**src/rtl/soc_peripheral_block.sv**
```systemverilog
// Bus-mapped GPIO (64 out / 64 in) plus optional 8N1 UART behind a req/gnt/rvalid/err bus.
// The UART is built only when PERIPHERAL_UART_EN is defined. TX/RX FSM states:
//   state   | meaning
//   S_IDLE  | line idle, waiting for a TX write / RX falling edge
//   S_START | start bit (RX: half-bit re-check of the start bit)
//   S_DATA  | 8 data bits, LSB first
//   S_STOP  | stop bit
module soc_peripheral_block (
  input  logic        clk,
  input  logic        rst,
  input  logic        data_req,
  input  logic        data_we,
  input  logic [3:0]  data_be,
  input  logic [31:0] data_addr,
  input  logic [31:0] data_wdata,
  output logic        data_gnt,
  output logic        data_rvalid,
  output logic [31:0] data_rdata,
  output logic        data_err,
  output logic [63:0] gpio_out,
  input  logic [63:0] gpio_in,
  input  logic        uart_clk,
  input  logic        uart_rx,
  output logic        uart_tx
);

  localparam logic [9:0] OFF_OUT_LO = 10'h000;
  localparam logic [9:0] OFF_OUT_HI = 10'h001;
  localparam logic [9:0] OFF_IN_LO  = 10'h002;
  localparam logic [9:0] OFF_IN_HI  = 10'h003;
  localparam logic [9:0] OFF_TX     = 10'h040;
  localparam logic [9:0] OFF_RX     = 10'h041;
  localparam logic [9:0] OFF_STAT   = 10'h042;

  logic        in_win, wr, rd;
  logic [9:0]  woff;
  logic [31:0] out_lo_q, out_lo_d, out_hi_q, out_hi_d;
  logic [63:0] gin_s1_q, gin_s2_q;
  logic        rvalid_q;
  logic [31:0] rdata_q, rdata_d;
  logic        err_q, err_d;
  logic        unused_ok;

  assign in_win    = data_addr[31:12] == 20'h80000;
  assign woff      = data_addr[11:2];
  assign wr        = data_req & data_we & in_win;
  assign rd        = data_req & ~data_we & in_win;
  assign unused_ok = ^data_addr[1:0];

  function automatic logic [31:0] be_merge(input logic [31:0] old_v, input logic [31:0] new_v,
                                           input logic [3:0] be);
    logic [31:0] r;
    r = old_v;
    for (int i = 0; i < 4; i++)
      if (be[i]) r[i*8 +: 8] = new_v[i*8 +: 8];
    return r;
  endfunction

`ifdef PERIPHERAL_UART_EN
  typedef enum logic [1:0] {S_IDLE, S_START, S_DATA, S_STOP} uart_state_e;

  logic        uclk_s1_q, uclk_s2_q, uclk_s3_q, tick;
  logic        rx_s1_q, rx_s2_q, rx_s3_q, rx_fall;
  uart_state_e tx_state_q, tx_state_d, rx_state_q, rx_state_d;
  logic [3:0]  tx_cnt_q, tx_cnt_d, rx_cnt_q, rx_cnt_d;
  logic [2:0]  tx_bit_q, tx_bit_d, rx_bit_q, rx_bit_d;
  logic [7:0]  tx_shift_q, tx_shift_d, rx_shift_q, rx_shift_d;
  logic [7:0]  rx_byte_q, rx_byte_d;
  logic        rx_valid_q, rx_valid_d, rx_overrun_q, rx_overrun_d;
  logic        tx_busy, tx_start, rx_done, rx_rd, stat_clr, valid_kept;

  assign tick     = uclk_s2_q & ~uclk_s3_q;
  assign rx_fall  = rx_s3_q & ~rx_s2_q;
  assign tx_start = wr & (woff == OFF_TX) & data_be[0] & (tx_state_q == S_IDLE);
  assign rx_rd    = rd & (woff == OFF_RX);
  assign stat_clr = wr & (woff == OFF_STAT) & data_wdata[2];

  always_ff @(posedge clk) begin
    if (!rst) begin
      {uclk_s1_q, uclk_s2_q, uclk_s3_q} <= 3'b000;
      {rx_s1_q, rx_s2_q, rx_s3_q}       <= 3'b111;
      tx_state_q <= S_IDLE;  tx_cnt_q <= '0;  tx_bit_q <= '0;  tx_shift_q <= '0;
      rx_state_q <= S_IDLE;  rx_cnt_q <= '0;  rx_bit_q <= '0;  rx_shift_q <= '0;
      rx_byte_q  <= '0;  rx_valid_q <= 1'b0;  rx_overrun_q <= 1'b0;
    end else begin
      {uclk_s1_q, uclk_s2_q, uclk_s3_q} <= {uart_clk, uclk_s1_q, uclk_s2_q};
      {rx_s1_q, rx_s2_q, rx_s3_q}       <= {uart_rx, rx_s1_q, rx_s2_q};
      tx_state_q <= tx_state_d;  tx_cnt_q <= tx_cnt_d;  tx_bit_q <= tx_bit_d;  tx_shift_q <= tx_shift_d;
      rx_state_q <= rx_state_d;  rx_cnt_q <= rx_cnt_d;  rx_bit_q <= rx_bit_d;  rx_shift_q <= rx_shift_d;
      rx_byte_q  <= rx_byte_d;  rx_valid_q <= rx_valid_d;  rx_overrun_q <= rx_overrun_d;
    end
  end

  // Per-bit tick counters count down; a bit ends on the tick that finds zero.
  always_comb begin
    tx_state_d = tx_state_q;  tx_cnt_d = tx_cnt_q;  tx_bit_d = tx_bit_q;  tx_shift_d = tx_shift_q;
    case (tx_state_q)
      S_IDLE:
        if (tx_start) begin
          tx_state_d = S_START;  tx_cnt_d = 4'd15;  tx_shift_d = data_wdata[7:0];
        end
      S_START:
        if (tick) begin
          if (tx_cnt_q == 4'd0) begin
            tx_state_d = S_DATA;  tx_cnt_d = 4'd15;  tx_bit_d = 3'd7;
          end else tx_cnt_d = tx_cnt_q - 4'd1;
        end
      S_DATA:
        if (tick) begin
          if (tx_cnt_q == 4'd0) begin
            tx_cnt_d   = 4'd15;
            tx_shift_d = {1'b0, tx_shift_q[7:1]};
            if (tx_bit_q == 3'd0) tx_state_d = S_STOP;
            else tx_bit_d = tx_bit_q - 3'd1;
          end else tx_cnt_d = tx_cnt_q - 4'd1;
        end
      default:
        if (tick) begin
          if (tx_cnt_q == 4'd0) tx_state_d = S_IDLE;
          else tx_cnt_d = tx_cnt_q - 4'd1;
        end
    endcase
  end

  always_comb begin
    tx_busy = tx_state_q != S_IDLE;
    case (tx_state_q)
      S_START: uart_tx = 1'b0;
      S_DATA:  uart_tx = tx_shift_q[0];
      default: uart_tx = 1'b1;
    endcase
  end

  always_comb begin
    rx_state_d = rx_state_q;  rx_cnt_d = rx_cnt_q;  rx_bit_d = rx_bit_q;  rx_shift_d = rx_shift_q;
    case (rx_state_q)
      S_IDLE:
        if (rx_fall) begin
          rx_state_d = S_START;  rx_cnt_d = 4'd7;
        end
      S_START:
        if (tick) begin
          if (rx_cnt_q == 4'd0) begin
            if (!rx_s2_q) begin
              rx_state_d = S_DATA;  rx_cnt_d = 4'd15;  rx_bit_d = 3'd7;
            end else rx_state_d = S_IDLE;
          end else rx_cnt_d = rx_cnt_q - 4'd1;
        end
      S_DATA:
        if (tick) begin
          if (rx_cnt_q == 4'd0) begin
            rx_cnt_d   = 4'd15;
            rx_shift_d = {rx_s2_q, rx_shift_q[7:1]};
            if (rx_bit_q == 3'd0) rx_state_d = S_STOP;
            else rx_bit_d = rx_bit_q - 3'd1;
          end else rx_cnt_d = rx_cnt_q - 4'd1;
        end
      default:
        if (tick) begin
          if (rx_cnt_q == 4'd0) rx_state_d = S_IDLE;
          else rx_cnt_d = rx_cnt_q - 4'd1;
        end
    endcase
  end

  always_comb begin
    rx_done = (rx_state_q == S_STOP) & tick & (rx_cnt_q == 4'd0) & rx_s2_q;
  end

  // A read in the completing cycle frees the buffer, so the new byte is stored.
  always_comb begin
    valid_kept   = rx_valid_q & ~rx_rd;
    rx_byte_d    = rx_byte_q;
    rx_valid_d   = valid_kept;
    rx_overrun_d = rx_overrun_q & ~stat_clr;
    if (rx_done) begin
      if (!valid_kept) begin
        rx_byte_d  = rx_shift_q;
        rx_valid_d = 1'b1;
      end else rx_overrun_d = 1'b1;
    end
  end
`else
  logic unused_uart;
  assign unused_uart = uart_clk ^ uart_rx;
  assign uart_tx     = 1'b1;
`endif

  always_comb begin
    out_lo_d = out_lo_q;
    out_hi_d = out_hi_q;
    if (wr && woff == OFF_OUT_LO) out_lo_d = be_merge(out_lo_q, data_wdata, data_be);
    if (wr && woff == OFF_OUT_HI) out_hi_d = be_merge(out_hi_q, data_wdata, data_be);
  end

  always_comb begin
    rdata_d = '0;
    err_d   = 1'b0;
    if (data_req) begin
      if (!in_win) err_d = 1'b1;
      else begin
        case (woff)
          OFF_OUT_LO: rdata_d = data_we ? '0 : out_lo_q;
          OFF_OUT_HI: rdata_d = data_we ? '0 : out_hi_q;
          OFF_IN_LO:  rdata_d = data_we ? '0 : gin_s2_q[31:0];
          OFF_IN_HI:  rdata_d = data_we ? '0 : gin_s2_q[63:32];
`ifdef PERIPHERAL_UART_EN
          OFF_TX:     rdata_d = '0;
          OFF_RX:     rdata_d = data_we ? '0 : {23'b0, rx_valid_q, rx_byte_q};
          OFF_STAT:   rdata_d = data_we ? '0 : {29'b0, rx_overrun_q, rx_valid_q, tx_busy};
`endif
          default:    err_d = 1'b1;
        endcase
      end
    end
  end

  always_ff @(posedge clk) begin
    if (!rst) begin
      out_lo_q <= '0;  out_hi_q <= '0;
      gin_s1_q <= '0;  gin_s2_q <= '0;
      rvalid_q <= 1'b0;  rdata_q <= '0;  err_q <= 1'b0;
    end else begin
      out_lo_q <= out_lo_d;  out_hi_q <= out_hi_d;
      gin_s1_q <= gpio_in;   gin_s2_q <= gin_s1_q;
      rvalid_q <= data_req;  rdata_q <= rdata_d;  err_q <= err_d;
    end
  end

  assign data_gnt    = data_req;
  assign data_rvalid = rvalid_q;
  assign data_rdata  = rdata_q;
  assign data_err    = err_q;
  assign gpio_out    = {out_hi_q, out_lo_q};

endmodule

```
**config.mk**
```make
export PLATFORM = sky130hd
export DESIGN_NAME = soc_peripheral_block
export DESIGN_NICKNAME = d
export VERILOG_FILES = /design/src/rtl/soc_peripheral_block.sv
export SDC_FILE = /design/constraint.sdc
export NUM_CORES = 1
export LEC_CHECK = 0
export BUFFER_PORTS_ARGS = -buffer_cell sky130_fd_sc_hd__buf_2
export CAP_MARGIN = 15
export CORE_ASPECT_RATIO = 2
export CORE_MARGIN = 1.5
export CORE_UTILIZATION = 51
export CTS_CLUSTER_DIAMETER = 80
export DETAILED_ROUTE_END_ITERATION = 12
export PLACE_DENSITY = 0.75
export REMOVE_ABC_BUFFERS = 1
export SYNTH_ARGS = -nofsm -noshare
export SYNTH_HDL_FRONTEND = slang
export SYNTH_SLANG_ARGS = --single-unit
```
**constraint.sdc**
```tcl
create_clock -name clk -period 2.3 [get_ports clk]
set_clock_uncertainty 0.15 [all_clocks]
set_input_delay 0.46 -clock clk [delete_from_list [all_inputs] [get_ports clk]]
set_output_delay 0.46 -clock clk [all_outputs]
set_load 0.01 [all_outputs]
```
; After elaboration in Yosys (flattened, before gate mapping)
; Index checks and enable logic that the tools add are counted.
; Widths: inputs -> output; s select.
[word_totals]
ff_bits = 226
in_bits = 138
word_cells = 40
[op_classes]
eq_ne = 4
muxes = 7
n_bitwise = 2
n_reduce_logical = 14
[ops]
columns = op, count
row1 = $mux 32, 4
row2 = $pmux 32 s4, 1
row3 = $eq 10x2->1 const B, 2
row4 = $eq 20x20->1 const B, 1
row5 = $reduce_and 2->1, 9
row6 = $eq 10x1->1 const B, 1
row7 = $logic_not 10->1, 1
row8 = $reduce_or 4->1, 1
row9 = $reduce_and 3->1, 1
row10 = $and 1x1->1, 2
row11 = $logic_and 1x1->1, 2
row12 = $mux 1, 2

; Logic depth before layout (Yosys ltp)
; Gate-level depths: netlist of the first run.
[logic_depth]
word_depth = 4
ltp_mapped = 6
ltp_nobuf = 4

; Least setup slack after synthesis of the first run
; Ideal clock, no wire load.
[synth_path]
path_kind = in2reg
startpoint = input port data_addr[21]
endpoint = register rdata_q[10] (netlist: data_rdata[10])
arrival_time_ns = 1.905
required_time_ns = 2.089
setup_slack_ns = 0.184
path_stages = 6
n_path_buf = 2
cell_sequence = nor4b_1 -> nand4_1 -> buf_6 -> or4_4 -> buf_12 -> nor2b_4
[synth_via]
elab_chain_cells = 2
[synth_rtl]
columns = item, line_no
row1 = from (decl), 14  ; input logic [31:0] data_addr,
row2 = $eq 20x20->1, 44  ; assign in_win = data_addr[31:12] == 20'h80000;
row3 = $reduce_and 3->1 (no source line), n/a
row4 = to (signal assigned), 226  ; rvalid_q <= data_req; rdata_q <= rdata_d; err_q <= err_d;
row5 = to (decl), 40  ; logic [31:0] rdata_q, rdata_d;
; Every way passes these cells.
; A chain may end at the register's enable or synchronous reset.

; Worst setup path after layout of the first run
[layout_path]
startpoint = input port data_addr[14]
endpoint = register rdata_q[6] (netlist: data_rdata[6])
; The elaborated chain is that of the path after synthesis.

==> results of run 1 <==
==> registers in the layout (all words and copies together) (netlist names) <==
| name | count |
|---|---|
| gin_s1_q | 64 |
| gin_s2_q | 64 |
| data_rdata | 32 |
| out_hi_q | 32 |
| out_lo_q | 32 |
| data_err | 1 |
| data_rvalid | 1 |
==> synthesized netlist by cell type (all sizes together) (2+ instances only) <==
library cell,instances,share of area
nor2b,31,0.051
mux2i,64,0.078
buf,9,0.015
nand3,2,0.0027
nor2,2,0.00091
dfxtp,226,0.55
mux4,32,0.10
inv,5,0.0023
and2b,2,0.0021
clkbuf,30,0.021
nand2,97,0.044
and2,128,0.097
nor4,14,0.031
==> final timing paths <==
kind / slack [ns] / depth (start not counted) / startpoint / endpoint
min reg2reg: 0.27 / 1 / gin_s1_q[2] / gin_s2_q[2]
max: 0.44 / 6 / data_addr[14] / data_rdata[6]
max reg2reg: 1.03 / 2 / out_hi_q[6] / data_rdata[6]
min: 0.02 / 2 / gpio_in[10] / gin_s1_q[10]
==> power by group through the flow <==
stage                     clock (mW)  combinational (mW)  sequential [mW]
after floorplan                    0               0.153             4.12
after global placement             0               0.381             4.12
after detailed placement           0               0.390             4.13
after CTS                       3.54               0.391             4.04
after global routing            3.74               0.423             4.05
final                           3.46               0.386             4.04
==> per-layer routing <==
| metal | part of all wire | GRT usage |
|---|---|---|
| met4 | 0.038 | 0.09818 |
| met2 | 0.56 | 0.3939 |
| met3 | 0.055 | 0.03500 |
| met1 | 0.35 | 0.2117 |
| met5 | 0 | 0 |
==> cell type report <==
class                      instances  area, um2  area share
clock buffer                      30      609.3     0.05872
clock inverter                     5      92.59    0.008922
tap                              201      251.5     0.02423
inverter                           5      18.77    0.001809
antenna                            6      15.01    0.001447
timing repair buffer             251       1481      0.1428
multi-input combinational        377       3385      0.3261
sequential                       226       4524      0.4360
==> stage by stage <==
| stage | hold slack [ns] | setup WS (ns) | util | power [mW] | area [um2] |
|---|---|---|---|---|---|
| 6_report | 0.02440 | 0.4368 | 0.6577 | 7.882 | 10380 |
| 5_1_grt | 0.01085 | 0.3576 | 0.6577 | 8.206 | 10380 |
| 4_1_cts | 0.009459 | 0.4569 | 0.6568 | 7.969 | 10360 |
| 3_5_place_dp | 0.2669 | -0.04549 | 0.6123 | 4.519 | 9661 |
| 3_3_place_gp | 0.2634 | -0.03647 | 0.6123 | 4.504 | 9661 |
| 2_1_floorplan | 0.2618 | -0.7509 | - | 4.273 | 7928 |
==> critical path, delay by kind of cell <==
kind | cells | cell delay, ns
simple gates | 4 | 1.33
buf+inv | 2 | 0.34
==> cell families after synthesis <==
| logic type | synth area share |
|---|---|
| DFF | 0.5504 |
| muxes | 0.1779 |
| other | 0.0004562 |
| buffers and inverters | 0.03790 |
| and+or+nand+nor | 0.2333 |
==> metrics.md, run 1 <==
| Metric | Value |
|---|---|
| Setup TNS | 0 ns |
| Crit path DAT | 2.13 ns |
| Yosys cell types | 25 |
| Post-layout net count | 1019 |
| # fillers | 1245 |
| Period utilization | 0.8101 |
| Sequential share of power | 0.512 |
| Post-synth top flop | dfxtp_1 |
| Placer congestion estimate | 0.7842 |
| GR Util All Layers | 0.2068 |
| Pin count of the biggest net entering global routing | 120 |
| CTS tree | built |
| Register bit total from synthesis | 226 |
| Core footprint | 15780 um2 |
| Min cycle time layout | 1.863 ns |
| WS Path Type | input port to register |
| Commonest non-fill, non-tap cell in the layout | buf_2 |
| Post-synth EDFFs | 0 |
| Synthesized area | 8220 um2 |
| Internal power | 6.299 mW |
| Asr flop ratio synth | 0 |
| Crit path required time | 2.57 ns |
| Slowest Stage Delay on Critical Path | 0.67 ns |
| Crit-path cells | buf_2 -> nor4_1 -> nand4_1 -> or4_4 -> buf_4 -> nor2b_4 |
| Vias in the first global route | 5514 |
| Part of the power in the clock network | 0.439 |
| Wire length per cell | 15.99 um |
| Top Ports | 238 |
| Rows | 65 |
| RSZ-0062 raised after global routing | false |
| Hold Buf Count CTS | 0 |
| Min-delay worst type | input port to register |
| Count of pins over their slew limit | 0 |
| H-Tree Depth | 1 |
| Layout cells sized above 1 | 0.3714 |
| First-pass GRT wire length | 27240 um |
| Initial DRC Count | 108 |
| CTS max path bufs | 3 |
| Via Count | 5372 |
| Synthesis-to-finish area growth | 26.24% |
| PortBufs | 232 |
| Mean Syn Cell Area | 12.71 um2 |
| Endpoints failing setup | 0 |
| Num CTS Buffers | 20 |
| Slowest-stage cell, CP | or4_4 |
| Switch share | 0.2009 |
| Grt total ovfl | 0 |
| Max Cap Viol | 0 |
| CTS resizes | 0 |
| Setup Fix Bufs, Post-CTS | 0 |
| Synthesized instance count | 647 |
| Vias per cell | 4.879 |
| Initial Util | 0.5210 |
| Layout Cells excl Fill | 1101 |
| Worst IR Drop VDD | 0.7040 mV |
| Initial antenna violation count | 6 |
| Worst skew pair latency | 0.48 ns |
| TritonRoute pass-1 iters | 4 |
| Final Hold Viols | 0 |
| HPWL Detailed | 12490 um |
| Total length of routed wires | 17610 um |
| Syn. warnings | 0 |
| Sequential area share after synthesis | 0.5504 |
| Placed insts | 1060 |
| Sink Count | 226 |
| Die area | 16940 um2 |
| Comb pwr share | 0.049 |
| Worst-path clk slew | 0.07 ns |
| Outcome | finished clean |
| P_sw | 1.583 mW |
| Commonest cells after routing, fill and taps aside | buf_2, dfxtp_1, and2_1, nand2_1, mux2i_1 |
| Die width | 92.78 um |
| Die H | 182.5 um |
| Endpoint class of the critical path | register |
| Antenna-violating nets left | 0 |
| Highest Clock Rate | 536.7 MHz |
| Crit Path Max Fanout | 7 |
| Static leakage | 4.560 nW |
| Worst setup SP type | input port |
| DRC | 0 |
| Clk root buf | clkbuf_16 |
| Cell Pwr Density | 759.6 nW/um2 |
Note: power is estimated with default switching activity, not from simulation.
==> run 2: changes to the inputs <==
==> constraint.sdc (replaced) <==
create_clock -name clk -period 1.85 [get_ports clk]
set_clock_uncertainty 0.15 [all_clocks]
set_input_delay 0.37 -clock clk [delete_from_list [all_inputs] [get_ports clk]]
set_output_delay 0.37 -clock clk [all_outputs]
set_load 0.01 [all_outputs]
==> metrics.md, run 2 (synthesized netlist as in run 1, its figures left out) <==
| Metric | Value |
|---|---|
| Layout Cells excl Fill | 1175 (+6.7%) |
| Via Count | 5768 (+7.4%) |
| Synthesis-to-finish area growth | 34.89% |
| CTS max path bufs | 3 (unchanged) |
| Post-layout net count | 1100 (+7.9%) |
| Crit path DAT | 2.04 ns (-0.09 ns) |
| Placer congestion estimate | 0.8107 (+3.4%) |
| Switch share | 0.1988 (-0.002097) |
| WS Path Type | input port to register |
| Wire length per cell | 15.95 um (-0.24%) |
| Worst setup SP type | input port |
| Max Cap Viol | 0 (unchanged) |
| Worst-path clk slew | 0.07 ns (about the same) |
| Highest Clock Rate | 566.0 MHz |
| First-pass GRT wire length | 28990 um (+6.4%) |
| Worst r2r path cells | 2 (unchanged) |
| Hold Startpoint | data_wdata[26] |
| GR Util All Layers | 0.2211 (+0.01427) |
| Crit Reg-Reg Endpoint | data_rdata[25] |
| Outcome | finished clean |
| H-Tree Depth | 1 (unchanged) |
| Initial antenna violation count | 2 (-4) |
| Clk root buf | clkbuf_16 |
| Static leakage | 4.879 nW (+7.0%) |
| Commonest non-fill, non-tap cell in the layout | buf_2 |
| Die area | 16940 um2 (unchanged) |
| Pin count of the biggest net entering global routing | 108 (-10%) |
| HPWL Detailed | 12800 um (+2.5%) |
| RSZ-0062 raised after global routing | false |
| Worst IR Drop VDD | 0.7116 mV (+1.1%) |
| P_sw | 1.916 mW (+21%) |
| # fillers | 1111 (-11%) |
| Antenna-violating nets left | 0 (unchanged) |
| R2r startpoint | out_hi_q[25] |
| Part of the power in the clock network | 0.414 (-0.025) |
| Total length of routed wires | 18750 um (+6.5%) |
| Endpoints failing setup | 0 (unchanged) |
| Grt total ovfl | 0 (unchanged) |
| Min-delay worst type | input port to register |
| Internal power | 7.723 mW (+23%) |
| Sink Count | 226 (unchanged) |
| Layout cells sized above 1 | 0.3502 (-0.02121) |
| Die width | 92.78 um (unchanged) |
| Period utilization | 0.9551 |
| Initial Util | 0.5210 (unchanged) |
| Regs by FF count | gin_s1_q x64, gin_s2_q x64 |
| CTS tree | built |
| Core footprint | 15780 um2 (unchanged) |
| PortBufs | 232 (unchanged) |
| Final Hold Viols | 0 (unchanged) |
| Rows | 65 (unchanged) |
| Placed insts | 1073 (+1.2%) |
| DRC | 0 (unchanged) |
| Sequential share of power | 0.521 (+0.009) |
| Worst hold endpoint | out_lo_q[26] |
| Vias in the first global route | 5858 (+6.2%) |
| CTS resizes | 0 (unchanged) |
| Cell Pwr Density | 869.3 nW/um2 (+14%) |
| Initial DRC Count | 159 (+47%) |
| WHS Path Cells | 3 (+1) |
| Fin util | 0.7028 (+0.04504) |
| Die H | 182.5 um (unchanged) |
| Commonest cells after routing, fill and taps aside | buf_2, dfxtp_1, and2_1, nand2_1, dlygate4sd3_1 |
| TritonRoute pass-1 iters | 4 (unchanged) |
| Endpoint class of the critical path | register |
| Min cycle time layout | 1.767 ns |
| Num CTS Buffers | 19 (-5.0%) |
| Crit Path Max Fanout | 13 (+6) |
| Vias per cell | 4.909 (+0.61%) |
| Worst skew pair latency | 0.47 ns (about the same) |
| Comb pwr share | 0.065 (+0.016) |
| Top Ports | 238 (unchanged) |
| Setup slack, reg-to-reg | 0.56 ns (-0.47 ns) |
| Count of pins over their slew limit | 0 (unchanged) |
| Crit path required time | 2.12 ns (-0.45 ns) |
[run 2: changes by cell type in the layout (fill, tap and decap cells not counted)]
cell,delta
dlygate4sd3_1,+69
buf_4,+12
diode_2,-3
clkbuf_16,-2
buf_12,+1
clkinv_8,-1
clkinvlp_4,-1
inv_6,-1
[run 2: through the flow]
step	hold WS (ns)	setup TNS [ns]	power (mW)	area [um2]	setup slack, ns
2_1_floorplan	0.2618	-76.11	5.312	7928	-1.111
6_report	0.02257	0	9.639	11090	0.08309
3_3_place_gp	0.2637	-26.68	5.625	9771	-0.3457
4_1_cts	0.004740	0	9.754	11080	0.1082
5_1_grt	0.01015	0	10.04	11090	0.06631
3_5_place_dp	0.2691	-24.18	5.639	9771	-0.3192
[run 2: final cells by class]
type | count | area, um2 | area share
timing repair buffer | 333 | 2282 | 0.2058
clock buffer | 28 | 559.3 | 0.05044
antenna | 3 | 7.507 | 0.0006771
tap | 201 | 251.5 | 0.02268
inverter | 5 | 18.77 | 0.001693
clock inverter | 2 | 60.06 | 0.005416
multi-input combinational | 377 | 3385 | 0.3052
sequential | 226 | 4524 | 0.4080
[run 2: worst max path at each step]
stage	startpoint	end	slack [ns]
after floorplan	data_addr[21]	data_rdata[0]	-1.11
after global placement	data_addr[21]	data_rdata[21]	-0.35
after detailed placement	data_addr[14]	data_rdata[17]	-0.32
after CTS	data_req	data_rdata[17]	0.11
after global routing	data_req	data_rdata[16]	0.07
final	data_req	data_rdata[17]	0.08
[run 2: power by group through the flow]
stage | Combinational [mW] | Sequential [mW] | Clock [mW]
2_1_floorplan | 0.190 | 5.12 | 0
3_3_place_gp | 0.499 | 5.13 | 0
3_5_place_dp | 0.506 | 5.13 | 0
4_1_cts | 0.624 | 5.02 | 4.11
5_1_grt | 0.677 | 5.03 | 4.33
6_report | 0.625 | 5.02 | 3.99
[run 2: worst max-delay path, stage by stage]
cell and delay, ns:
buf_2 0.10, dlygate4sd3_1 0.57, nand2_1 0.09, or4_4 0.56
buf_12 0.23, nor2b_4 0.11
[run 2: repair_timing]
action | 4_1_cts | 5_1_grt
endpoints found under the hold margin | 70 | 0
setup buffers | 0 | 0
endpoints found under the setup margin | 0 | 0
hold buffers | 69 | 0
[run 2: routing by layer]
layer / GRT usage / part of all wire / up-vias / wire [um]
met5: 0 / 0 / - / 0
met4: 0.1079 / 0.043 / 0 / 804
met3: 0.02750 / 0.046 / 54 / 855
met2: 0.4260 / 0.56 / 188 / 10580
met1: 0.2268 / 0.35 / 2737 / 6506
li1: - / - / 2789 / -
==> run 3: changes to the inputs <==
--- a/config.mk
+++ b/config.mk
@@ -14,6 +14,7 @@
 export DETAILED_ROUTE_END_ITERATION = 12
 export PLACE_DENSITY = 0.75
 export REMOVE_ABC_BUFFERS = 1
+export SETUP_SLACK_MARGIN = 0.5
 export SYNTH_ARGS = -nofsm -noshare
 export SYNTH_HDL_FRONTEND = slang
 export SYNTH_SLANG_ARGS = --single-unit
==> metrics.md, run 3 (synthesized netlist as in run 1, its figures left out) <==
| Metric | Value |
|---|---|
| Crit path required time | 2.12 ns (about the same) |
| Sequential share of power | 0.515 (-0.006) |
| Die H | 182.5 um (unchanged) |
| Total length of routed wires | 23550 um (+26%) |
| CP startpoint | data_addr[22] |
| Internal power | 7.744 mW (+0.27%) |
| DRC | 0 (unchanged) |
| Max Cap Viol | 0 (unchanged) |
| Rows | 65 (unchanged) |
| Worst setup SP type | input port |
| H-Tree Depth | 1 (unchanged) |
| Commonest cells after routing, fill and taps aside | dfxtp_1, buf_2, and2_1, buf_6, nand2_1 |
| Comb pwr share | 0.070 (+0.005) |
| Worst-path clk slew | 0.07 ns (about the same) |
| Antenna-violating nets left | 0 (unchanged) |
| TritonRoute pass-1 iters | 4 (unchanged) |
| R2r startpoint | out_hi_q[28] |
| Final Hold Viols | 0 (unchanged) |
| Crit Reg-Reg Endpoint | data_rdata[28] |
| Count of pins over their slew limit | 0 (unchanged) |
| CP Capture Point | data_rdata[7] |
| Initial antenna violation count | 1 (-1) |
| Period utilization | 0.9814 (+0.02636) |
| Placer congestion estimate | 0.8107 (unchanged) |
| Vias per cell | 5.067 (+3.2%) |
| GR Util met1 | 0.2590 (+0.03215) |
| First-pass GRT wire length | 33540 um (+16%) |
| Grt met3 use | 0.03250 (+0.005000) |
| Die area | 16940 um2 (unchanged) |
| Num CTS Buffers | 19 (unchanged) |
| RSZ-0062 raised after global routing | true |
| Via Count | 6293 (+9.1%) |
| Cell Pwr Density | 780.4 nW/um2 (-10%) |
| Post-DP Area | 9771 um2 (unchanged) |
| Crit Path Max Fanout | 6 (-7) |
| Finished Cell Area | 12500 um2 (+13%) |
| PortBufs | 232 (unchanged) |
| HPWL Detailed | 12800 um (unchanged) |
| Total Power | 9.758 mW (+1.2%) |
| Top Ports | 238 (unchanged) |
| Commonest non-fill, non-tap cell in the layout | dfxtp_1 |
| Initial DRC Count | 197 (+24%) |
| Crit-path cells | buf_2 -> nor4_4 -> nand3_4 -> or4_4 -> buf_12 -> clkbuf_16 -> nor2b_4 |
| Met2 usage in global routing | 0.4984 (+0.07241) |
| Hold Startpoint | data_wdata[4] |
| Worst IR Drop VDD | 0.7236 mV (+1.7%) |
| Synthesis-to-finish area growth | 52.12% |
| Vias in the first global route | 6592 (+13%) |
| Initial Util | 0.5210 (unchanged) |
| Highest Clock Rate | 550.8 MHz (-2.7%) |
| Endpoint class of the critical path | register |
| Endpoints failing setup | 0 (unchanged) |
| Regs by FF count | gin_s1_q x64, gin_s2_q x64 |
| Setup slack, reg-to-reg | 0.40 ns (-0.16 ns) |
| Post-layout net count | 1169 (+6.3%) |
| CTS tree | built |
| Layout cells sized above 1 | 0.4808 (+0.1306) |
| Wire length per cell | 18.96 um (+19%) |
| # fillers | 832 (-25%) |
| Top Usage Layer GRT | met2 |
| Switch share | 0.2064 (+0.007637) |
| Outcome | finished clean |
| Static leakage | 5.426 nW (+11%) |
| Core footprint | 15780 um2 (unchanged) |
| Grt total ovfl | 0 (unchanged) |
| Slowest Stage Delay on Critical Path | 0.59 ns (+0.02 ns) |
| GR Util All Layers | 0.2578 (+0.03669) |
| Min cycle time layout | 1.816 ns (+0.04877 ns) |
| Die width | 92.78 um (unchanged) |
| Sink Count | 226 (unchanged) |
| Fin util | 0.7925 (+0.08977) |
| Slowest-stage cell, CP | or4_4 |
| Clk root buf | clkbuf_16 |
| P_sw | 2.014 mW (+5.1%) |
| Worst skew pair latency | 0.48 ns (about the same) |
| WS Path Type | input port to register |
| Pin count of the biggest net entering global routing | 108 (unchanged) |
| Crit path DAT | 2.08 ns (+0.04 ns) |
| Min-delay worst type | input port to register |
| Part of the power in the clock network | 0.415 (about the same) |
| CTS max path bufs | 3 (unchanged) |
| Worst r2r path cells | 3 (+1) |
## run 3: cell types whose count changed in the layout (fill, tap and decap cells not counted), moves of 2 or more
| cell | delta |
|---|---|
| nor4_1 | -3 |
| clkbuf_16 | +2 |
| nor4_2 | +2 |
| dfxtp_2 | +89 |
| dfxtp_1 | -90 |
| buf_6 | +105 |
| dlygate4sd3_1 | +4 |
| buf_2 | -100 |
| buf_16 | +2 |
| buf_4 | +55 |
| diode_2 | -2 |
## run 3: worst min-delay path by stage
stage | end | cells after the start
floorplan | gin_s2_q[0] | 1
global placement | gin_s2_q[18] | 1
detailed placement | gin_s2_q[32] | 1
CTS | out_hi_q[4] | 3
global route | out_hi_q[4] | 3
finish | out_hi_q[4] | 3
## run 3: critical path: cells and delay by family
kind	cells	cell delay (ns)
simple gates	4	1.25
buf+inv	3	0.47
## run 3: final cells by class
class                   instances  area (um2)  share of cell area
repair buffers                402        3542              0.2833
flip-flops and latches        226        4639              0.3710
multi-input cells             377        3431              0.2744
inverters                       5       18.77            0.001501
clock inverters                 2       60.06            0.004803
diodes                          1       2.502           0.0002001
clock buffers                  28       559.3             0.04473
well taps                     201       251.5             0.02011
## run 3: repair_timing
action | in CTS | in global routing
hold buffers | 73 | 0
endpoints found under the setup margin | 194 | 194
setup buffers | 58 | 4
endpoints found under the hold margin | 77 | 0
gates resized for setup | 172 | 46
pin swaps | 1 | 9
gates cloned | 1 | 2
## run 3: power by group through the flow
stage	Sequential (mW)	Clock (mW)	Combinational, mW
4_1_cts	5.02	4.11	0.634
3_3_place_gp	5.13	0	0.499
3_5_place_dp	5.13	0	0.506
2_1_floorplan	5.12	0	0.190
6_report	5.02	4.05	0.682
5_1_grt	5.03	4.34	0.725
## run 3: through the flow
stage | hold WS [ns] | setup slack (ns) | TNS (ns) | instances
2_1_floorplan | 0.2618 | -1.111 | -76.11 | 608
3_3_place_gp | 0.2637 | -0.3457 | -26.68 | 1073
3_5_place_dp | 0.2691 | -0.3192 | -24.18 | 1073
4_1_cts | 0.001317 | 0.1855 | 0 | 1235
5_1_grt | 0.01694 | 0.01206 | 0 | 1242
6_report | 0.01622 | 0.03432 | 0 | 1242
## run 3: routing by layer
metal | vias up | wire (um)
met1 | 3047 | 7862
met5 | - | 0
met4 | 0 | 1230
li1 | 2917 | -
met2 | 243 | 13400
met3 | 86 | 1060
